### src/rtl/prio_grant_arb_if.sv
// prio_grant_arb_if
//   Groups the request side and the valid/ready grant side of prio_grant_arb.
//   Parameters:
//     N     - number of request lines (>= 2)
//     CNT_W - width of the accepted-grant counter
//   Signals:
//     req        : request vector, bit i requests for source i
//     rr_mode    : 0 = fixed priority, 1 = round-robin
//     out_ready  : consumer accepts the current grant
//     out_valid  : grant registered and held
//     out_idx    : binary index of the granted source
//     out_onehot : one-hot form of out_idx
//     grant_cnt  : count of accepted grants
//   Modports:
//     slave  - arbiter side (drives the grant outputs)
//     master - request/consumer side (drives req, rr_mode, out_ready)
interface prio_grant_arb_if #(
    parameter int N     = 8,
    parameter int CNT_W = 16
);
    localparam int W = $clog2(N);

    logic [N-1:0]     req;
    logic             rr_mode;
    logic             out_ready;
    logic             out_valid;
    logic [W-1:0]     out_idx;
    logic [N-1:0]     out_onehot;
    logic [CNT_W-1:0] grant_cnt;

    modport slave (
        input  req,
        input  rr_mode,
        input  out_ready,
        output out_valid,
        output out_idx,
        output out_onehot,
        output grant_cnt
    );

    modport master (
        output req,
        output rr_mode,
        output out_ready,
        input  out_valid,
        input  out_idx,
        input  out_onehot,
        input  grant_cnt
    );
endinterface

### src/rtl/prio_grant_arb.sv
// prio_grant_arb
//   Registered N-way arbiter. Picks one requester by fixed priority (highest
//   index wins) or round-robin, and holds the grant with a valid/ready
//   handshake until the consumer accepts it. Back-to-back grants at one per
//   cycle are possible while requests keep arriving.
//   Ports:
//     clk    : sole clock, rising edge
//     areset : asynchronous, active-high reset
//     bus    : prio_grant_arb_if.slave (req, rr_mode, out_ready in;
//              out_valid, out_idx, out_onehot, grant_cnt out)
//   Build option:
//     PRIO_GRANT_RR_EN - when defined, compiles in the round-robin pointer and
//                        lets rr_mode select the policy; otherwise fixed
//                        priority only and rr_mode is ignored.
//
//   state | meaning
//   ------+-------------------------------------------
//   IDLE  | no grant presented, outputs cleared
//   HOLD  | grant registered, frozen until accepted
module prio_grant_arb #(
    parameter int N     = 8,
    parameter int CNT_W = 16
) (
    input  logic                 clk,
    input  logic                 areset,
    prio_grant_arb_if.slave      bus
);
    localparam int W = $clog2(N);

    typedef enum logic {IDLE, HOLD} state_t;

    state_t           state_q;
    logic [W-1:0]     idx_q;
    logic [N-1:0]     onehot_q;
    logic [CNT_W-1:0] cnt_q;

    logic             accept;
    logic             req_any;
    logic [W-1:0]     fix_win;
    logic [W-1:0]     win_d;
    logic [N-1:0]     onehot_d;

    assign accept  = (state_q == HOLD) && bus.out_ready;
    assign req_any = |bus.req;

    always_comb begin
        fix_win = '0;
        for (int i = 0; i < N; i++) begin
            if (bus.req[i]) fix_win = W'(i);
        end
    end

`ifdef PRIO_GRANT_RR_EN
    logic [W-1:0] ptr_q;
    logic [W-1:0] ptr_eff;
    logic [W-1:0] rr_win;

    // On an accept edge the pointer is about to become out_idx, and the new
    // winner must already be searched from that updated pointer.
    assign ptr_eff = accept ? idx_q : ptr_q;

    // Descending search from ptr-1 (mod N); iterating from the far end lets
    // the nearest set bit overwrite the result last.
    always_comb begin
        rr_win = '0;
        for (int k = N - 1; k >= 0; k--) begin
            if (bus.req[W'((int'(ptr_eff) + 2 * N - 1 - k) % N)])
                rr_win = W'((int'(ptr_eff) + 2 * N - 1 - k) % N);
        end
    end

    assign win_d = bus.rr_mode ? rr_win : fix_win;

    always_ff @(posedge clk or posedge areset) begin
        if (areset)      ptr_q <= '0;
        else if (accept) ptr_q <= idx_q;
    end
`else
    logic unused_rr_mode;
    assign unused_rr_mode = bus.rr_mode;
    assign win_d          = fix_win;
`endif

    assign onehot_d = {{(N-1){1'b0}}, 1'b1} << win_d;

    always_ff @(posedge clk or posedge areset) begin
        if (areset) begin
            state_q  <= IDLE;
            idx_q    <= '0;
            onehot_q <= '0;
            cnt_q    <= '0;
        end else begin
            case (state_q)
                IDLE: begin
                    if (req_any) begin
                        state_q  <= HOLD;
                        idx_q    <= win_d;
                        onehot_q <= onehot_d;
                    end
                end
                HOLD: begin
                    if (bus.out_ready) begin
                        cnt_q <= cnt_q + 1'b1;
                        if (req_any) begin
                            idx_q    <= win_d;
                            onehot_q <= onehot_d;
                        end else begin
                            state_q  <= IDLE;
                            idx_q    <= '0;
                            onehot_q <= '0;
                        end
                    end
                end
                default: begin
                    state_q  <= IDLE;
                    idx_q    <= '0;
                    onehot_q <= '0;
                end
            endcase
        end
    end

    assign bus.out_valid  = (state_q == HOLD);
    assign bus.out_idx    = idx_q;
    assign bus.out_onehot = onehot_q;
    assign bus.grant_cnt  = cnt_q;
endmodule
### src/flat_wrapper.sv
// flat-port wrapper written by rule: the top's interface ports become plain ports
module prio_grant_arb_flat 
#(
    parameter int N     = 8,
    parameter int CNT_W = 16
)
  (clk, areset, bus_req, bus_rr_mode, bus_out_ready, bus_out_valid, bus_out_idx, bus_out_onehot, bus_grant_cnt);
  prio_grant_arb_if #(.N(N), .CNT_W(CNT_W)) bus_i ();
  input  logic clk;
  input  logic areset;
  input wire logic [$bits(bus_i.req)-1:0] bus_req;
  input wire logic [$bits(bus_i.rr_mode)-1:0] bus_rr_mode;
  input wire logic [$bits(bus_i.out_ready)-1:0] bus_out_ready;
  output wire logic [$bits(bus_i.out_valid)-1:0] bus_out_valid;
  output wire logic [$bits(bus_i.out_idx)-1:0] bus_out_idx;
  output wire logic [$bits(bus_i.out_onehot)-1:0] bus_out_onehot;
  output wire logic [$bits(bus_i.grant_cnt)-1:0] bus_grant_cnt;
  assign bus_i.req = bus_req;
  assign bus_i.rr_mode = bus_rr_mode;
  assign bus_i.out_ready = bus_out_ready;
  assign bus_out_valid = bus_i.out_valid;
  assign bus_out_idx = bus_i.out_idx;
  assign bus_out_onehot = bus_i.out_onehot;
  assign bus_grant_cnt = bus_i.grant_cnt;
  prio_grant_arb #(.N(N), .CNT_W(CNT_W)) u_core (.clk(clk), .areset(areset), .bus(bus_i));
endmodule
### config.mk
export PLATFORM = sky130hd
export DESIGN_NAME = prio_grant_arb_flat
export DESIGN_NICKNAME = d
export VERILOG_FILES = /design/src/rtl/prio_grant_arb_if.sv /design/src/rtl/prio_grant_arb.sv /design/src/flat_wrapper.sv
export SDC_FILE = /design/constraint.sdc
export NUM_CORES = 1
export LEC_CHECK = 0
export ABC_AREA = 1
export CORE_MARGIN = 4
export CORE_UTILIZATION = 30
export CTS_CLUSTER_DIAMETER = 120
export DETAILED_ROUTE_END_ITERATION = 7
export PLACE_DENSITY = 0.5
export SKIP_CTS_REPAIR_TIMING = 1
export SYNTH_ARGS = -nofsm -noshare
export SYNTH_HDL_FRONTEND = slang
export SYNTH_SLANG_ARGS = --single-unit
### constraint.sdc
create_clock -name clk -period 2.5 [get_ports clk]
set_clock_uncertainty 0.1 [all_clocks]
set_input_delay 0.25 -clock clk [delete_from_list [all_inputs] [get_ports clk]]
set_output_delay 0.25 -clock clk [all_outputs]
set_load 0.02 [all_outputs]
# Word level (Yosys, flattened, before mapping)
# Cells that the tools add are included.
# totals
regBits	28
wordCells	30
out_inout_bits	28
# op_classes
shift	1
n_bitwise	1
n_reduce_logical	3
n_addsub	1
eq_ne	2
muxes	18
# ops
operator	count
3-bit 2-to-1 mux	9
8-bit 2-to-1 mux	3
16-bit by 1-bit adder with 16-bit output (second input constant)	1
8-bit case mux with 2 select lines	1
8-bit OR reduction	1
1-bit by 3-bit << shifter with 8-bit output (first input constant)	1
3-bit case mux with 2 select lines	1
2-bit AND reduction	2
1-bit 2-to-1 mux	3
2-bit by 1-bit != test with 1-bit output (second input constant)	1
2-bit != test (second input constant)	1
1-bit case mux with 2 select lines	1
1-bit inverter	1

# Logic depth before layout (Yosys ltp)
# depth
depth_word	11
ltp_mapped	9

# Worst setup path before layout
# OpenSTA, ideal clock, no wires.
# synth_timing
kind	reg2reg
startpoint	reg u_core.cnt_q[1] (netlist: u_core.bus.grant_cnt[1])
endpoint	reg u_core.cnt_q[10] (netlist: u_core.bus.grant_cnt[10])
arrival_time_ps	1292
setup_slack_ps	1028
setup_time_ps	80
period_less_slack_ps	1472
path_stages_with_launch	7
path_buffers	0
path_cell_list	dfrtp_1 -> ha_1 -> nand3_1 -> nor2_2 -> nand2_2 -> nor2_2 -> xor2_1
# synth_between
elab_chain_len	1
# synth_rtl
item	line_no	source
start: declaration	prio_grant_arb.sv:35	logic [CNT_W-1:0] cnt_q;
start signal: assignment	prio_grant_arb.sv:103	cnt_q <= cnt_q + 1'b1;
16-bit by 1-bit adder with 16-bit output	prio_grant_arb.sv:103	
# Every way passes these cells.
# A chain may end at the register's enable or synchronous reset.

# Worst setup path in the final report
# layout_timing
startpoint	reg u_core.cnt_q[2] (netlist: u_core.bus.grant_cnt[2])
endpoint	out bus_grant_cnt[2]
# layout_rtl
item	line_no	source
end: declaration	flat_wrapper.sv:17	output wire logic [$bits(bus_i.grant_cnt)-1:0] bus_grant_cnt;
# No word-level cell between the ends.

==> summary.txt <==
Yosys
  – Compound-Gate Fraction of Synth Area: 1.93%
  – Top cells by area, synth: dfrtp_1 (49%), nand2_1 (19%), inv_1 (5.8%)
  – Largest family of logic cells by synthesized area: simple AND/OR/NAND/NOR gates
  – Post-synthesis xor/xnor area fraction: 7.37%
  – Top cell type by total area after synthesis: dfrtp_1
  – Post-synthesis sequential area ratio: 49.2%
  – Syn nets: 195
  – Avg Inst Size Synth: 7.83 um^2
  – FF+latch count, synth: 28
  – Post-Synth Simple-Gate Area: 33.8%
  – Adder-cell share of the synthesized area: 0.878%
  – Ys Warns: 0
  – Synth cell types: 22
  – Post-Syn Instances: 182
  – Top cell type's share of synthesized area: 49.2%
  – Mapped Area: 1430 um^2
  – Proportion of synthesized area in mux cells: 0%

Floorplan
  – Initial Util: 31.9%
  – Die ar.: 5920 um^2
  – Die width: 76.9 um
  – Core area: 4470 um^2
  – Die Y: 76.9 um
  – Number of I/O pins: 40
  – Number of cell rows: 24

Placement
  – DP HPWL: 2.60 mm
  – RD Place Congestion: 0.731
  – I/O Buffers: 38
  – Placed inst area: 1870 um^2

Worst setup path
  – CP max FO: 6
  – Worst Reg-to-Reg Cells: 6
  – Worst setup path class: reg -> out
  – Critical path arrival: 1.39 ns
  – Data required time of the critical path: 2.15 ns
  – R2R Path Start: u_core.bus.grant_cnt[1]
  – CP Cell Sequence: clkdlybuf4s50_1
  – Buf/Inv on CP: 1
  – CP top delay family: buffers and inverters
  – CP startpoint kind: flip-flop
  – Critical path capture point type: output port
  – Reg2Reg Capture Point: u_core.bus.grant_cnt[10]
  – FF-to-FF setup slack: 1.02 ns
  – CP max-delay cell: clkdlybuf4s50_1
  – Largest stage delay, worst path: 0.65 ns

Layout
  – Area growth from synthesis to final layout: 33.9%
  – Final instance area: 1910 um^2
  – Filler instances: 447
  – Final net count: 238
  – N_diodes: 0
  – Fraction of layout cells with a size suffix above 1: 6.28%

Power
  – Final Total Pwr: 1220 uW
  – Pwr dens: 637 nW/um^2
  – Maximum vdd drop: 0.000394 V
  – Leak Pwr: 0.000951 uW

Hold path
  – Hold Crit Class: in -> async

Global routing
  – Global-route wire length before repair: 5.63 mm
  – Largest net degree at the start of global routing: 19
  – Vias in the first global route: 1,202
  – GRT Total Usage: 11.8%
  – Initial antenna violation count: 0
  – Total global routing overflow: 0

STA
  – Final setup vio count: 0
  – Final hold vios: 0
  – Rel. slew slack: 69.4%
  – Minimum clock period: 1.74 ns
  – RSZ-0062 raised after global routing: no
  – Slew Viols, Final: 0
  – Worst Tran Pin Value: 0.459 ns
  – Total negative slack: 0 ns
  – Crit share post-route: 69.5%
  – F_max: 575 MHz

Clock network
  – CTS Sinks: 28
  – CTS max path bufs: 2
  – CTS buffer count: 3
  – Clock slew at reported path FFs: 0.09 ns
  – Clock Latency Late Sink: 0.27 ns
  – H-tree levels: 1
  – CTS root buffer: clkbuf_8
  – CTS tree: done

Routing
  – Routed len/inst: 11.9 um
  – Total DRC errors in the routed layout: 0
  – DRT Pass-1 Iters: 4
  – Antenna viol nets, final: 0
  – Drt via density: 4.37
  – Vias: 1,202
  – Routed wire length: 3.26 mm
  – Initial DRC Count: 48

Flow run
  – Max-cap violation count: 0

Status
  – Status: finished, final reports clean
## through the flow
step           hold WS (ns)  utilization (%)  cells  setup slack [ns]
6_report              0.195             42.6    275             0.762
4_1_cts               0.202             42.6    275             0.743
5_1_grt               0.235             42.6    275             0.699
3_3_place_gp          0.356             41.7    272             0.707
2_1_floorplan         0.215                -    182              1.03
3_5_place_dp          0.360             41.7    272             0.679
## power breakdown
| part | switching (uW) | internal [uW] | leakage [uW] |
|---|---|---|---|
| registers | 82.5 | 514 | 0.000363 |
| clock network | 134 | 108 | 0.0000216 |
| logic | 202 | 177 | 0.000566 |
| total | 418 | 798 | 0.000951 |
## kinds of logic (layout without fill, tap and decap cells)
| family | after synthesis | in the layout |
|---|---|---|
| DFF | 28 | 28 |
| AOI/OAI and AO/OA | 5 | 5 |
| and+or+nand+nor | 112 | 112 |
| adders and majority gates | 1 | 1 |
| buffers and inverters | 24 | 65 |
| xor gates and xnor gates | 12 | 12 |
## cell usage in the layout, fill, tap and decap left out
master / netlist / routed
nor2_1: 19 / 19
xor2_1: 7 / 7
inv_2: 1 / 1
nor3_1: 1 / 1
inv_1: 22 / 22
nand2_1: 73 / 73
nor2_2: 2 / 2
o21ai_0: 3 / 3
dfrtp_1: 28 / 28
or2_1: 1 / 1
buf_4: 0 / 1
clkbuf_8: 0 / 3
nand3_2: 1 / 1
nand3_1: 6 / 6
nand2_4: 1 / 1
nor2_4: 2 / 2
ha_1: 1 / 1
xnor2_1: 5 / 5
clkdlybuf4s50_1: 0 / 38
nand3b_1: 1 / 1
nand2_2: 3 / 3
o21ai_1: 1 / 1
nand4_1: 2 / 2
o21bai_1: 1 / 1
## layer usage
layer  up-vias  global-route usage, %  share of wire, %
li1        627                      -                 -
met3         2                   2.69               3.5
met5         -                      0                 0
met2        23                   18.4                46
met4         0                   4.89               1.2
met1       550                   15.7                50
## sequential cells by signal, summed over array words and instances, names as in the netlist
name,cells
u_core.bus.out_idx,3
u_core.bus.grant_cnt,16
u_core.bus.out_valid,1
u_core.bus.out_onehot,8
## area by class of cell
| type | instances | area, um^2 | area share (%) |
|---|---|---|---|
| flip-flops and latches | 28 | 701 | 36.7 |
| inverters | 23 | 86.3 | 4.52 |
| clock buffers | 3 | 41.3 | 2.16 |
| repair buffers | 39 | 388 | 20.3 |
| multi-input cells | 130 | 627 | 32.9 |
| well taps | 52 | 65.1 | 3.41 |
## how the worst max path moves through the flow
stage                            start                  endpoint  slack [ns]  depth (start not counted)
6_report       u_core.bus.grant_cnt[2]          bus_grant_cnt[2]        0.76                          1
5_1_grt        u_core.bus.grant_cnt[2]          bus_grant_cnt[2]        0.70                          1
4_1_cts        u_core.bus.grant_cnt[2]          bus_grant_cnt[2]        0.74                          1
3_5_place_dp                bus_req[2]     u_core.bus.out_idx[0]        0.68                          9
3_3_place_gp                bus_req[2]     u_core.bus.out_idx[1]        0.71                          9
2_1_floorplan  u_core.bus.grant_cnt[1]  u_core.bus.grant_cnt[10]        1.03                          6
## cells in the mapped netlist
library cell,instances
nand2_1,73
dfrtp_1,28
inv_1,22
nor2_1,19
xor2_1,7
nand3_1,6
xnor2_1,5
nand2_2,3
o21ai_0,3
nand4_1,2
nor2_2,2
nor2_4,2
buf_6,1
ha_1,1
inv_2,1
nand2_4,1
nand3_2,1
nand3b_1,1
nor3_1,1
o21ai_1,1
o21bai_1,1
or2_1,1
(Power assumes the default switching activity.)
